File: src/rtl/vgachargen_fill_ctrl_if.sv
// Command, host and map-port signals of the vgachargen fill/scroll sequencer.
// The slave modport is the sequencer's view; master is the surrounding system.
interface vgachargen_fill_ctrl_if #(
    parameter int unsigned ADDR_W = 12
);
    logic              cmd_valid_i;
    logic              cmd_ready_o;
    logic [1:0]        cmd_op_i;
    logic [7:0]        fill_ch_i;
    logic [7:0]        fill_col_i;
    logic              host_req_i;
    logic              host_we_i;
    logic [ADDR_W-1:0] host_addr_i;
    logic [7:0]        host_ch_i;
    logic [7:0]        host_col_i;
    logic              host_gnt_o;
    logic              host_rvalid_o;
    logic [7:0]        host_ch_o;
    logic [7:0]        host_col_o;
    logic [ADDR_W-1:0] mem_addr_o;
    logic              mem_we_o;
    logic [7:0]        mem_ch_o;
    logic [7:0]        mem_col_o;
    logic [7:0]        mem_ch_i;
    logic [7:0]        mem_col_i;
    logic              busy_o;
    logic              done_o;
    logic              err_o;

    modport master (
        output cmd_valid_i, cmd_op_i, fill_ch_i, fill_col_i,
        output host_req_i, host_we_i, host_addr_i, host_ch_i, host_col_i,
        output mem_ch_i, mem_col_i,
        input  cmd_ready_o, host_gnt_o, host_rvalid_o, host_ch_o, host_col_o,
        input  mem_addr_o, mem_we_o, mem_ch_o, mem_col_o, busy_o, done_o, err_o
    );

    modport slave (
        input  cmd_valid_i, cmd_op_i, fill_ch_i, fill_col_i,
        input  host_req_i, host_we_i, host_addr_i, host_ch_i, host_col_i,
        input  mem_ch_i, mem_col_i,
        output cmd_ready_o, host_gnt_o, host_rvalid_o, host_ch_o, host_col_o,
        output mem_addr_o, mem_we_o, mem_ch_o, mem_col_o, busy_o, done_o, err_o
    );
endinterface

File: src/rtl/vgachargen_fill_ctrl.sv
// Clear/scroll-up sequencer for the character map, sharing one map port with a
// host that has priority, bounded by a starvation guard.
module vgachargen_fill_ctrl #(
    parameter int unsigned COLS   = 80,
    parameter int unsigned ROWS   = 30,
    parameter int unsigned ADDR_W = $clog2(COLS * ROWS)
) (
    input logic                   clk_i,
    input logic                   rstn_i,
    vgachargen_fill_ctrl_if.slave bus
);
    typedef enum logic [2:0] {StIdle, StClr, StScrRd, StScrWr, StScrFill} state_e;

    localparam logic [ADDR_W-1:0] LastIdx = ADDR_W'(COLS * ROWS - 1);
    localparam logic [ADDR_W-1:0] LastScr = ADDR_W'(COLS * (ROWS - 1) - 1);
    localparam logic [ADDR_W-1:0] RowOfs  = ADDR_W'(COLS);

    state_e            state_q, state_d;
    logic [ADDR_W-1:0] idx_q, idx_d;
    logic [7:0]        fill_ch_q, fill_ch_d, fill_col_q, fill_col_d;
    logic [7:0]        hold_ch_q, hold_col_q;
    logic              first_wr_q;
    logic [2:0]        starve_q, starve_d;
    logic              done_q, done_d, err_q, err_d, rvalid_q;
    logic              busy, force_eng, host_gnt, eng_go;
    logic              eng_we;
    logic [ADDR_W-1:0] eng_addr;
    logic [7:0]        eng_ch, eng_col;

    assign busy      = (state_q != StIdle);
    assign force_eng = busy && (starve_q == 3'd4);
    assign host_gnt  = bus.host_req_i & ~force_eng;
    assign eng_go    = busy & ~host_gnt;
    assign starve_d  = (busy && host_gnt) ? starve_q + 3'd1 : 3'd0;

    always_comb begin
        state_d    = state_q;
        idx_d      = idx_q;
        fill_ch_d  = fill_ch_q;
        fill_col_d = fill_col_q;
        done_d     = 1'b0;
        err_d      = 1'b0;
        eng_we     = 1'b0;
        eng_addr   = idx_q;
        eng_ch     = fill_ch_q;
        eng_col    = fill_col_q;
        unique case (state_q)
            StIdle: begin
                if (bus.cmd_valid_i) begin
                    fill_ch_d  = bus.fill_ch_i;
                    fill_col_d = bus.fill_col_i;
                    idx_d      = '0;
                    case (bus.cmd_op_i)
                        2'd0:    state_d = StClr;
                        2'd1:    state_d = StScrRd;
                        default: err_d   = 1'b1;
                    endcase
                end
            end
            StClr, StScrFill: begin
                eng_we = 1'b1;
                if (eng_go) begin
                    if (idx_q == LastIdx) begin
                        state_d = StIdle;
                        done_d  = 1'b1;
                    end else begin
                        idx_d = idx_q + 1'b1;
                    end
                end
            end
            StScrRd: begin
                eng_addr = idx_q + RowOfs;
                if (eng_go) state_d = StScrWr;
            end
            StScrWr: begin
                eng_we = 1'b1;
                // Read data is only on the port in the first cycle; later cycles use the hold copy.
                eng_ch  = first_wr_q ? bus.mem_ch_i : hold_ch_q;
                eng_col = first_wr_q ? bus.mem_col_i : hold_col_q;
                if (eng_go) begin
                    idx_d   = idx_q + 1'b1;
                    state_d = (idx_q == LastScr) ? StScrFill : StScrRd;
                end
            end
            default: state_d = StIdle;
        endcase
    end

    always_comb begin
        bus.mem_addr_o = '0;
        bus.mem_we_o   = 1'b0;
        bus.mem_ch_o   = '0;
        bus.mem_col_o  = '0;
        if (host_gnt) begin
            bus.mem_addr_o = bus.host_addr_i;
            bus.mem_we_o   = bus.host_we_i;
            bus.mem_ch_o   = bus.host_ch_i;
            bus.mem_col_o  = bus.host_col_i;
        end else if (busy) begin
            bus.mem_addr_o = eng_addr;
            bus.mem_we_o   = eng_we;
            bus.mem_ch_o   = eng_ch;
            bus.mem_col_o  = eng_col;
        end
    end

    assign bus.cmd_ready_o   = ~busy;
    assign bus.busy_o        = busy;
    assign bus.done_o        = done_q;
    assign bus.err_o         = err_q;
    assign bus.host_gnt_o    = host_gnt;
    assign bus.host_rvalid_o = rvalid_q;
    assign bus.host_ch_o     = rvalid_q ? bus.mem_ch_i : 8'h00;
    assign bus.host_col_o    = rvalid_q ? bus.mem_col_i : 8'h00;

    always_ff @(posedge clk_i) begin
        if (!rstn_i) begin
            state_q    <= StIdle;
            idx_q      <= '0;
            fill_ch_q  <= '0;
            fill_col_q <= '0;
            hold_ch_q  <= '0;
            hold_col_q <= '0;
            first_wr_q <= 1'b0;
            starve_q   <= '0;
            done_q     <= 1'b0;
            err_q      <= 1'b0;
            rvalid_q   <= 1'b0;
        end else begin
            state_q    <= state_d;
            idx_q      <= idx_d;
            fill_ch_q  <= fill_ch_d;
            fill_col_q <= fill_col_d;
            first_wr_q <= (state_q == StScrRd) && eng_go;
            if (first_wr_q) begin
                hold_ch_q  <= bus.mem_ch_i;
                hold_col_q <= bus.mem_col_i;
            end
            starve_q <= starve_d;
            done_q   <= done_d;
            err_q    <= err_d;
            rvalid_q <= host_gnt & ~bus.host_we_i;
        end
    end
endmodule

File: src/flat_wrapper.sv
// flat-port wrapper written by rule: the top's interface ports become plain ports
module vgachargen_fill_ctrl_flat 
#(
    parameter int unsigned COLS   = 80,
    parameter int unsigned ROWS   = 30,
    parameter int unsigned ADDR_W = $clog2(COLS * ROWS)
)
  (clk_i, rstn_i, bus_cmd_valid_i, bus_cmd_op_i, bus_fill_ch_i, bus_fill_col_i, bus_host_req_i, bus_host_we_i, bus_host_addr_i, bus_host_ch_i, bus_host_col_i, bus_mem_ch_i, bus_mem_col_i, bus_cmd_ready_o, bus_host_gnt_o, bus_host_rvalid_o, bus_host_ch_o, bus_host_col_o, bus_mem_addr_o, bus_mem_we_o, bus_mem_ch_o, bus_mem_col_o, bus_busy_o, bus_done_o, bus_err_o);
  vgachargen_fill_ctrl_if #(.ADDR_W(ADDR_W)) bus_i ();
  input logic clk_i;
  input logic rstn_i;
  input wire logic [$bits(bus_i.cmd_valid_i)-1:0] bus_cmd_valid_i;
  input wire logic [$bits(bus_i.cmd_op_i)-1:0] bus_cmd_op_i;
  input wire logic [$bits(bus_i.fill_ch_i)-1:0] bus_fill_ch_i;
  input wire logic [$bits(bus_i.fill_col_i)-1:0] bus_fill_col_i;
  input wire logic [$bits(bus_i.host_req_i)-1:0] bus_host_req_i;
  input wire logic [$bits(bus_i.host_we_i)-1:0] bus_host_we_i;
  input wire logic [$bits(bus_i.host_addr_i)-1:0] bus_host_addr_i;
  input wire logic [$bits(bus_i.host_ch_i)-1:0] bus_host_ch_i;
  input wire logic [$bits(bus_i.host_col_i)-1:0] bus_host_col_i;
  input wire logic [$bits(bus_i.mem_ch_i)-1:0] bus_mem_ch_i;
  input wire logic [$bits(bus_i.mem_col_i)-1:0] bus_mem_col_i;
  output wire logic [$bits(bus_i.cmd_ready_o)-1:0] bus_cmd_ready_o;
  output wire logic [$bits(bus_i.host_gnt_o)-1:0] bus_host_gnt_o;
  output wire logic [$bits(bus_i.host_rvalid_o)-1:0] bus_host_rvalid_o;
  output wire logic [$bits(bus_i.host_ch_o)-1:0] bus_host_ch_o;
  output wire logic [$bits(bus_i.host_col_o)-1:0] bus_host_col_o;
  output wire logic [$bits(bus_i.mem_addr_o)-1:0] bus_mem_addr_o;
  output wire logic [$bits(bus_i.mem_we_o)-1:0] bus_mem_we_o;
  output wire logic [$bits(bus_i.mem_ch_o)-1:0] bus_mem_ch_o;
  output wire logic [$bits(bus_i.mem_col_o)-1:0] bus_mem_col_o;
  output wire logic [$bits(bus_i.busy_o)-1:0] bus_busy_o;
  output wire logic [$bits(bus_i.done_o)-1:0] bus_done_o;
  output wire logic [$bits(bus_i.err_o)-1:0] bus_err_o;
  assign bus_i.cmd_valid_i = bus_cmd_valid_i;
  assign bus_i.cmd_op_i = bus_cmd_op_i;
  assign bus_i.fill_ch_i = bus_fill_ch_i;
  assign bus_i.fill_col_i = bus_fill_col_i;
  assign bus_i.host_req_i = bus_host_req_i;
  assign bus_i.host_we_i = bus_host_we_i;
  assign bus_i.host_addr_i = bus_host_addr_i;
  assign bus_i.host_ch_i = bus_host_ch_i;
  assign bus_i.host_col_i = bus_host_col_i;
  assign bus_i.mem_ch_i = bus_mem_ch_i;
  assign bus_i.mem_col_i = bus_mem_col_i;
  assign bus_cmd_ready_o = bus_i.cmd_ready_o;
  assign bus_host_gnt_o = bus_i.host_gnt_o;
  assign bus_host_rvalid_o = bus_i.host_rvalid_o;
  assign bus_host_ch_o = bus_i.host_ch_o;
  assign bus_host_col_o = bus_i.host_col_o;
  assign bus_mem_addr_o = bus_i.mem_addr_o;
  assign bus_mem_we_o = bus_i.mem_we_o;
  assign bus_mem_ch_o = bus_i.mem_ch_o;
  assign bus_mem_col_o = bus_i.mem_col_o;
  assign bus_busy_o = bus_i.busy_o;
  assign bus_done_o = bus_i.done_o;
  assign bus_err_o = bus_i.err_o;
  vgachargen_fill_ctrl #(.COLS(COLS), .ROWS(ROWS), .ADDR_W(ADDR_W)) u_core (.clk_i(clk_i), .rstn_i(rstn_i), .bus(bus_i));
endmodule
File: config.mk
export PLATFORM = sky130hd
export DESIGN_NAME = vgachargen_fill_ctrl_flat
export DESIGN_NICKNAME = d
export VERILOG_FILES = /design/src/rtl/vgachargen_fill_ctrl_if.sv /design/src/rtl/vgachargen_fill_ctrl.sv /design/src/flat_wrapper.sv
export SDC_FILE = /design/constraint.sdc
export NUM_CORES = 1
export LEC_CHECK = 0
export CAP_MARGIN = 20
export CORE_UTILIZATION = 45
export CTS_CLUSTER_SIZE = 16
export DETAILED_ROUTE_END_ITERATION = 16
export PLACE_DENSITY = 0.81
export SLEW_MARGIN = 40
export SYNTH_ARGS = -nofsm -noshare
export SYNTH_HDL_FRONTEND = slang
export SYNTH_SLANG_ARGS = --single-unit
File: constraint.sdc
create_clock -name clk_i -period 2.7 [get_ports clk_i]
set_clock_uncertainty 0.05 [all_clocks]
set_input_delay 0.54 -clock clk_i [delete_from_list [all_inputs] [get_ports clk_i]]
set_output_delay 0.54 -clock clk_i [all_outputs]
set_load 0.1 [all_outputs]
==> results of run 1 <==
how the worst max path moves through the flow:
stage / startpoint / end / slack, ps / cells past startpoint
floorplan: u_core.state_q[2] / bus_mem_addr_o[10] / -790 / 5
global placement: bus_host_req_i / bus_mem_ch_o[4] / 220 / 6
detailed placement: bus_host_req_i / bus_mem_ch_o[6] / 190 / 6
CTS: u_core.state_q[1] / bus_mem_addr_o[9] / 10 / 6
global route: u_core.state_q[2] / bus_mem_addr_o[9] / 4 / 6
finish: u_core.state_q[2] / bus_mem_addr_o[9] / 80 / 6
sequential cells by signal (all words and copies together) (netlist names):
name,flops
u_core.bus.host_rvalid_o,1
u_core.state_q,3
u_core.hold_col_q,8
u_core.fill_ch_q,8
u_core.first_wr_q,1
u_core.hold_ch_q,8
u_core.fill_col_q,8
u_core.bus.done_o,1
u_core.bus.err_o,1
u_core.idx_q,12
u_core.starve_q,3
area by class of cell:
type / count / area (µm²) / area share, %
well taps: 96 / 120 / 2.24
inverters: 10 / 41.3 / 0.769
repair buffers: 133 / 1770 / 32.9
clock inverters: 1 / 30.0 / 0.559
flip-flops and latches: 54 / 1090 / 20.3
clock buffers: 7 / 76.3 / 1.42
multi-input cells: 326 / 2240 / 41.8
per-stage QoR:
| step | setup WS, ps | std cells | area (µm²) | hold WS (ps) |
|---|---|---|---|---|
| 2_1_floorplan | -785 | 418 | 3540 | 367 |
| 3_3_place_gp | 221 | 616 | 5220 | 378 |
| 3_5_place_dp | 187 | 616 | 5220 | 390 |
| 4_1_cts | 12.6 | 625 | 5340 | 407 |
| 5_1_grt | 4.10 | 627 | 5370 | 420 |
| 6_report | 81.9 | 627 | 5370 | 401 |
cell usage after synthesis (3+ instances only):
cell       n
nand2_1   83
dfxtp_1   54
nor2_1    32
o21ai_0   31
a21oi_1   30
clkbuf_1  25
and2_1    19
a21boi_0  18
mux2i_1   16
nor2b_1   16
inv_1     10
ha_1       6
nand3_1    6
o211ai_1   6
xnor2_1    6
nand3b_1   5
and3_1     3
buf_2      3
nand2b_1   3
o22ai_2    3
o41ai_1    3
metal layers:
layer / global-route usage [%] / vias up / routed length (µm)
met1: 32.6 / 1585 / 3900
met4: 5.15 / 0 / 59
li1: - / 1644 / -
met3: 3.18 / 6 / 610
met2: 48.6 / 145 / 4960
met5: 0 / - / 0
cell usage in the layout, fill, tap and decap left out, types with 3 or more instances in the layout:
cell type        Yosys  routed
a21boi_0            18      18
a21oi_1             30      29
and2_1              19      19
and3_1               3       3
buf_12               0      48
buf_4                0      18
clkbuf_8             0       5
clkdlybuf4s50_1      0      66
dfxtp_1             54      51
ha_1                 6       6
inv_1               10       9
mux2i_1             16      16
nand2_1             83      82
nand2b_1             3       3
nand3_1              6       6
nand3b_1             5       5
nor2_1              32      32
nor2b_1             16      16
o211ai_1             6       6
o21ai_0             31       5
o21ai_4              0      26
o22ai_2              3       3
o41ai_1              3       3
xnor2_1              6       6
repair_timing:
item                                    in CTS  in global routing
setup buffers                                1                  1
endpoints found under the setup margin      12                 26
gates cloned                                 0                  1
hold endpoints to repair                     0                  0
resized for setup                            1                  6
logic make-up (layout without fill, tap and decap cells):
| logic type | Yosys count | in the layout |
|---|---|---|
| AND/OR/NAND/NOR | 189 | 190 |
| adder cells (fa/ha/maj) | 6 | 6 |
| buffers and inverters | 39 | 151 |
| flip-flops | 54 | 54 |
| multiplexers | 17 | 17 |
| XOR/XNOR | 7 | 7 |
| AO/OA/AOI/OAI | 106 | 106 |
power by group through the flow:
| stage | logic (W) | registers, W | clock network (W) |
|---|---|---|---|
| finish | 0.00103 | 0.000851 | 0.000528 |
| global route | 0.00108 | 0.000856 | 0.000579 |
| CTS | 0.00102 | 0.000851 | 0.000541 |
| detailed placement | 0.00101 | 0.000869 | 0 |
| global placement | 0.00100 | 0.000867 | 0 |
| floorplan | 0.000659 | 0.000874 | 0 |
==> impl_metrics.ini, run 1 <==
[worst_setup_path]
timing.rr.start = u_core.idx_q[0]
crit_required_ps = 2110
rr_worst_depth = 7
cpLargestDelayFamily = simple AND/OR/NAND/NOR gates
endpoint_kind = output pin
cp_max_fo = 14
slowest_delay_ps = 410
crit_type = register to output pin
cp_slowest_cell = dfxtp_4
cp_cell_sequence = or3b_4, or2_1, nor2_1, xnor2_1, o21ai_4, buf_12
rrSetupSlack_ps = 340
start_kind = register
arrival_ps = 2030
regToRegEndpoint = u_core.idx_q[3]
crit_buf_inv = 1

[placed_design]
io_buffers = 117
dp_hpwl_um = 7090
gp_congestion = 0.922

[clock_tree]
cts_hold_buffers = 0
cts_sinks = 54
cts-root-buf = clkbuf_8
cts_tree = built
clk_path_buf_depth = 2
numCtsBuffers = 5
clkSlewWorstSetupHoldPaths_ps = 100
htree_levels = 2
clk_latency_ps = 300

[yosys]
synthAdderAreaFrac_pct = 2.38
synth-edff-count = 0
yosysTopAreaCell = dfxtp_1
seq_area_frac_synth_pct = 34.3
syn_inst = 418
ys_types = 49
postSynth.asyncResetShare_pct = 0
synth-xor-area-share_pct = 1.95
synth_top_cell_area_share_pct = 34.3
yosys-top-cells-area = dfxtp_1, nand2_1, mux2i_1
synth.area.mux_share_pct = 5.44
yosys.area_share.simple_pct = 29.3
syn_area_um2 = 3150
yosys_warnings = 0
syn_avg_cell_area_um2 = 7.53
synth-compound-area-share_pct = 21.6
syn_nets = 491
synth-seq-cells = 54
synth_top_family_by_area = simple AND/OR/NAND/NOR gates
synth_flop_cell = dfxtp_1

[layout]
fill_cells = 453
synthToLayoutAreaGrowth_pct = 70.4
final_layout_size_suffix_gt1_share_pct = 23.4
fin_util_pct = 79.0
finalNetCount = 603
diodes = 0

[timing]
rsz0062_at_grt = false
setup-violations-final = 0
post-route-period-util_pct = 97.0
max_freq_ghz = 0.382
hold_violations = 0
tns_ps = 0
worst_pin_slew_ps = 624
relSlewSlack_pct = 58.3
period_needed_ps = 2620
slew_violations = 0

[floorplanning]
die_y_um = 85.7
die_w_um = 85.7
dieArea_um2 = 7340
rows = 30
pin_count = 118
start_util_pct = 46.4
core_area_um2 = 6790

[routing]
viasPerCell = 5.39
vias = 3380
wirelength_um = 9530
drc_errors = 0
drtAntennaViolNets = 0
drt-wirelength-per-cell_um = 15.2
first_pass_iters = 5
drt_iter0_drc = 170

[grt]
grt_max_degree = 58
grt_pass1_wl_um = 15300
grtUsageTotal_pct = 26.2
grt_pass1_vias = 3136
grt_overflow_total = 0
antenna_found_initial = 0

[power]
comb_power_share_pct = 42.7
p_sw_share_pct = 38.1
p_leak_nw = 1.91
p_clk_share_pct = 21.9
power_switching_w = 0.000917
power_w = 0.00241
vdd_drop_max_v = 0.000383
seqPwrFrac_pct = 35.3
p_per_area_nw_per_um2 = 449
p_int_w = 0.00149

[worst_hold_path]
hold_end = u_core.starve_q[0]
whs_path_depth = 1
hp-start = u_core.starve_q[0]
hp-class = register to register

[status]
outcome = finished clean

[flow_run]
maxCapViolCount = 0
Power figures use the tool's default switching activity.
==> inputs of run 2 (changes only) <==
CORE_ASPECT_RATIO = 2   (was default)
GPL_TIMING_DRIVEN = 0   (was default)
==> run 2 against run 1 <==
The flow now finishes with violations (setup timing). Largest cell class unchanged. Combinational power about the same. Critical path depth increased by 1. Highest routed layer unchanged. Utilization shrank 0.49 points. Critical endpoint is now bus_mem_addr_o[11]. Critical path type unchanged.
==> impl_metrics.ini, run 2 (synthesis results as in run 1) <==
[clock_tree]
cts_tree = built
htree_levels = 2
clk_latency_ps = 300
clk_path_buf_depth = 2
clkSlewWorstSetupHoldPaths_ps = 70
numCtsBuffers = 5
cts-root-buf = clkbuf_16
cts_sinks = 54

[timing]
post-route-period-util_pct = 101
slew_violations = 0
hold_violations = 0
setup-violations-final = 2
whs_ps = 401
rsz0062_at_grt = true
final.setup.worst_slack_ps = -26.0
worst_pin_slew_ps = 574
period_needed_ps = 2730
max_freq_ghz = 0.367
relSlewSlack_pct = 61.4
tns_ps = -45.9

[placed_design]
io_buffers = 117
gp_congestion = 0.977
dp_hpwl_um = 8370
dp_slack_ps = -322

[routing]
viasPerCell = 5.54
first_pass_iters = 4
wirelength_um = 11300
drc_errors = 0
drt-wirelength-per-cell_um = 17.8
vias = 3523
drt_iter0_drc = 130
drtAntennaViolNets = 0

[grt]
antenna_found_initial = 0
grt_overflow_total = 0
grt_pass1_wl_um = 17200
grt_pass1_vias = 3624
grt_max_degree = 16
grtUsageTotal_pct = 31.8

[power]
p_per_area_nw_per_um2 = 484
p_leak_nw = 1.92
vdd_drop_max_v = 0.000344

[floorplanning]
start_util_pct = 47.2
dieArea_um2 = 7360
pin_count = 118
die_w_um = 61.2
core_area_um2 = 6670
rows = 42
die_y_um = 120

[worst_setup_path]
regToRegEndpoint = u_core.idx_q[6]
rrSetupSlack_ps = 340
endpoint_kind = output pin
timing.rr.start = u_core.idx_q[0]
start_kind = register
rr_worst_depth = 7
worstSetupStartpoint = u_core.state_q[0]
cp_max_fo = 4
crit_required_ps = 2110
arrival_ps = 2140
crit_type = register to output pin

[layout]
final_layout_size_suffix_gt1_share_pct = 27.6
final_cell_mix = nand2_1, clkdlybuf4s50_1, dfxtp_1
fin_util_pct = 78.5
fill_cells = 478
final_common_cell = nand2_1
finalNetCount = 620
synthToLayoutAreaGrowth_pct = 66.4
diodes = 0
top_register = u_core.idx_q
largest_register_ffs = 12

[worst_hold_path]
whs_path_depth = 1
hp-start = u_core.starve_q[0]
hold_end = u_core.starve_q[0]
hp-class = register to register

[status]
outcome = complete, but fails checks
violations = setup timing

[flow_run]
maxCapViolCount = 0
[run 2: cell types whose count changed in the layout (fill, tap and decap cells not counted), sizes merged]
cell / delta
buf: -2
bufinv: -1
clkbuf: +20
clkinv: +1
or2: -1
[run 2: repair_timing]
item | CTS | global route
setup endpoints to repair | 28 | 29
setup buffers | 2 | 5
pin swaps | 3 | 5
hold endpoints to repair | 0 | 0
gates resized for setup | 116 | 27
hold buffers | 0 | 0
[run 2: layer usage]
metal	vias to the layer above	share of wire, %	GRT usage, %
li1	1689	-	-
met2	157	57	61.3
met1	1631	32	28.4
met3	46	4.2	3.85
met4	0	6.1	19.7
met5	-	0	0
[run 2: metrics by stage]
| stage | instances | area (µm²) | total power, W |
|---|---|---|---|
| 3_3_place_gp | 623 | 4820 | 0.00179 |
| 6_report | 636 | 5240 | 0.00253 |
| 4_1_cts | 632 | 5120 | 0.00250 |
| 5_1_grt | 636 | 5240 | 0.00262 |
| 2_1_floorplan | 418 | 3540 | 0.00153 |
| 3_5_place_dp | 623 | 4560 | 0.00176 |
[run 2: layout make-up]
class	instances	area [µm²]	share of cell area, %
sequential	54	1090	20.8
timing repair buffer	124	1290	24.7
multi-input combinational	325	2330	44.5
clock inverter	1	5.00	0.0955
inverter	10	41.3	0.788
buffer	27	224	4.27
clock buffer	7	143	2.72
tap	88	110	2.10
[run 2: where the power goes]
group	internal, W	switching (W)	leakage, nW
clock network	0.000368	0.000287	0.0739
logic	0.000364	0.000658	1.41
registers	0.000830	0.0000268	0.441
total	0.00156	0.000972	1.92
[run 2: worst max-delay path, stage by stage (launching register included)]
cell and delay, ps:
dfxtp_4 360, buf_8 120, or3b_4 450, or2_4 300
nor2_4 110, xnor2_2 80, o21ai_2 210, buf_12 210
[run 2: worst max path at each step]
stage,slack (ps),cells after the start,end
2_1_floorplan,-790,5,bus_mem_addr_o[10]
3_3_place_gp,-1030,7,bus_mem_addr_o[8]
3_5_place_dp,-320,7,bus_mem_addr_o[6]
4_1_cts,-40,8,bus_mem_col_o[4]
5_1_grt,-60,7,bus_mem_addr_o[11]
6_report,-30,7,bus_mem_addr_o[11]
==> inputs of run 3 (changes only) <==
CORE_UTILIZATION = 30   (was 45)
CTS_CLUSTER_DIAMETER = 40   (was default)
PLACE_DENSITY = default   (was 0.81)
==> run 3 against run 2 <==
The flow now finishes without violations. Via count shrank 4.7%. Worst setup slack gained 36 ps. Final cell count grew 6.6%. Clock power grew 11%. Sequential power is essentially flat. First-iteration DRC count shrank 27%. Worst hold slack lost 3.5 ps.
==> impl_metrics.ini, run 3 (synthesis results as in run 1) <==
[clock_tree]
clk_latency_ps = 300
cts-root-buf = clkbuf_16
clk_path_buf_depth = 2
clkSlewWorstSetupHoldPaths_ps = 60
numCtsBuffers = 5
htree_levels = 2
cts_tree = built
cts_sinks = 54

[grt]
grt_max_degree = 17
grt_pass1_wl_um = 17000
grtUsageMet3_pct = 2.47
met2_usage_pct = 42.7
grt_overflow_total = 0
busiest_layer = met2
grtUsageTotal_pct = 20.9
grt_pass1_vias = 3380
antenna_found_initial = 0
met1_usage_pct = 18.5

[layout]
final_layout_size_suffix_gt1_share_pct = 25.6
final_common_cell = nand2_1
fill_cells = 1007
top_register = u_core.idx_q
synthToLayoutAreaGrowth_pct = 62.6
fin_util_pct = 50.4
final_cell_mix = nand2_1, clkdlybuf4s50_1, dfxtp_1
diodes = 0
finalNetCount = 615
largest_register_ffs = 12

[floorplanning]
start_util_pct = 31.0
die_y_um = 147
core_area_um2 = 10100
pin_count = 118
dieArea_um2 = 10900
die_w_um = 74.5
rows = 52

[timing]
tns_ps = 0
worst_pin_slew_ps = 603
setup-violations-final = 0
relSlewSlack_pct = 59.4
post-route-period-util_pct = 99.6
max_freq_ghz = 0.372
hold_violations = 0
rsz0062_at_grt = true
period_needed_ps = 2690
slew_violations = 0
whs_ps = 398

[routing]
first_pass_iters = 4
drc_errors = 0
drt-wirelength-per-cell_um = 16.3
drtAntennaViolNets = 0
viasPerCell = 4.95
drt_iter0_drc = 95
vias = 3358
wirelength_um = 11100

[worst_setup_path]
crit_type = register to output pin
start_kind = register
cp_slowest_cell = or3b_4
rrSetupSlack_ps = 320
timing.rr.start = u_core.idx_q[0]
arrival_ps = 2100
rr_worst_depth = 6
cp_max_fo = 10
endpoint_kind = output pin
crit_required_ps = 2110
regToRegEndpoint = u_core.idx_q[2]
slowest_delay_ps = 410
cp_cell_sequence = clkbuf_8, or3b_4, or2_4, nor2_2, xnor2_1, o21ai_2, buf_12

[worst_hold_path]
whs_path_depth = 1
hold_end = u_core.starve_q[0]
hp-start = u_core.starve_q[0]
hp-class = register to register

[status]
outcome = finished clean

[flow_run]
maxCapViolCount = 0

[power]
p_leak_nw = 1.86
p_per_area_nw_per_um2 = 497
vdd_drop_max_v = 0.000331

[placed_design]
dp_hpwl_um = 8900
io_buffers = 117
gp_congestion = 0.880
[run 3: worst max-delay path: cells and delay by family (launching register included)]
family,cells,cell delay (ps)
xor gates and xnor gates,1,80
buffers and inverters,2,380
DFF,1,360
AOI/OAI and AO/OA,1,200
and+or+nand+nor,3,770
[run 3: worst max-delay path by stage]
stage                      start                 end  slack (ps)
4_1_cts        u_core.state_q[1]  bus_mem_addr_o[11]         -30
6_report       u_core.state_q[0]  bus_mem_addr_o[11]          10
2_1_floorplan  u_core.state_q[2]  bus_mem_addr_o[10]        -790
3_3_place_gp      bus_host_req_i     bus_mem_ch_o[1]       -1080
5_1_grt        u_core.state_q[0]  bus_mem_addr_o[10]         -50
3_5_place_dp      bus_host_req_i     bus_mem_ch_o[3]        -370
[run 3: repair_timing]
item | CTS | global route
pin swaps | 4 | 1
gates resized for setup | 90 | 13
setup buffers | 1 | 1
endpoints found under the hold margin | 0 | 0
hold buffers | 0 | 0
setup endpoints to repair | 28 | 30
[run 3: where the power goes]
group          switching (W)  internal, W
clock network       0.000292     0.000434
registers          0.0000265     0.000830
logic               0.000642     0.000320
[run 3: layout make-up]
| type | count | area (µm²) | area share [%] |
|---|---|---|---|
| multi-input cells | 325 | 2290 | 44.7 |
| repair buffers | 119 | 1140 | 22.3 |
| flip-flops and latches | 54 | 1090 | 21.3 |
| plain buffers | 27 | 229 | 4.47 |
| well taps | 135 | 169 | 3.30 |
| clock buffers | 5 | 125 | 2.44 |
| inverters | 10 | 41.3 | 0.806 |
| clock inverters | 3 | 40.0 | 0.782 |
[run 3: per-stage QoR]
step / setup WS (ps) / total power, W / instance area, µm² / std cells
after CTS: -34.8 / 0.00256 / 5070 / 677
after floorplan: -785 / 0.00153 / 3540 / 418
final: 9.77 / 0.00254 / 5120 / 678
after detailed placement: -366 / 0.00176 / 4620 / 670
after global routing: -51.3 / 0.00265 / 5120 / 678
after global placement: -1080 / 0.00180 / 4880 / 670
[run 3: per-layer routing]
metal	vias up	wire length [µm]
li1	1663	-
met1	1557	3570
met2	113	6680
met3	25	412
met4	0	410
met5	-	0
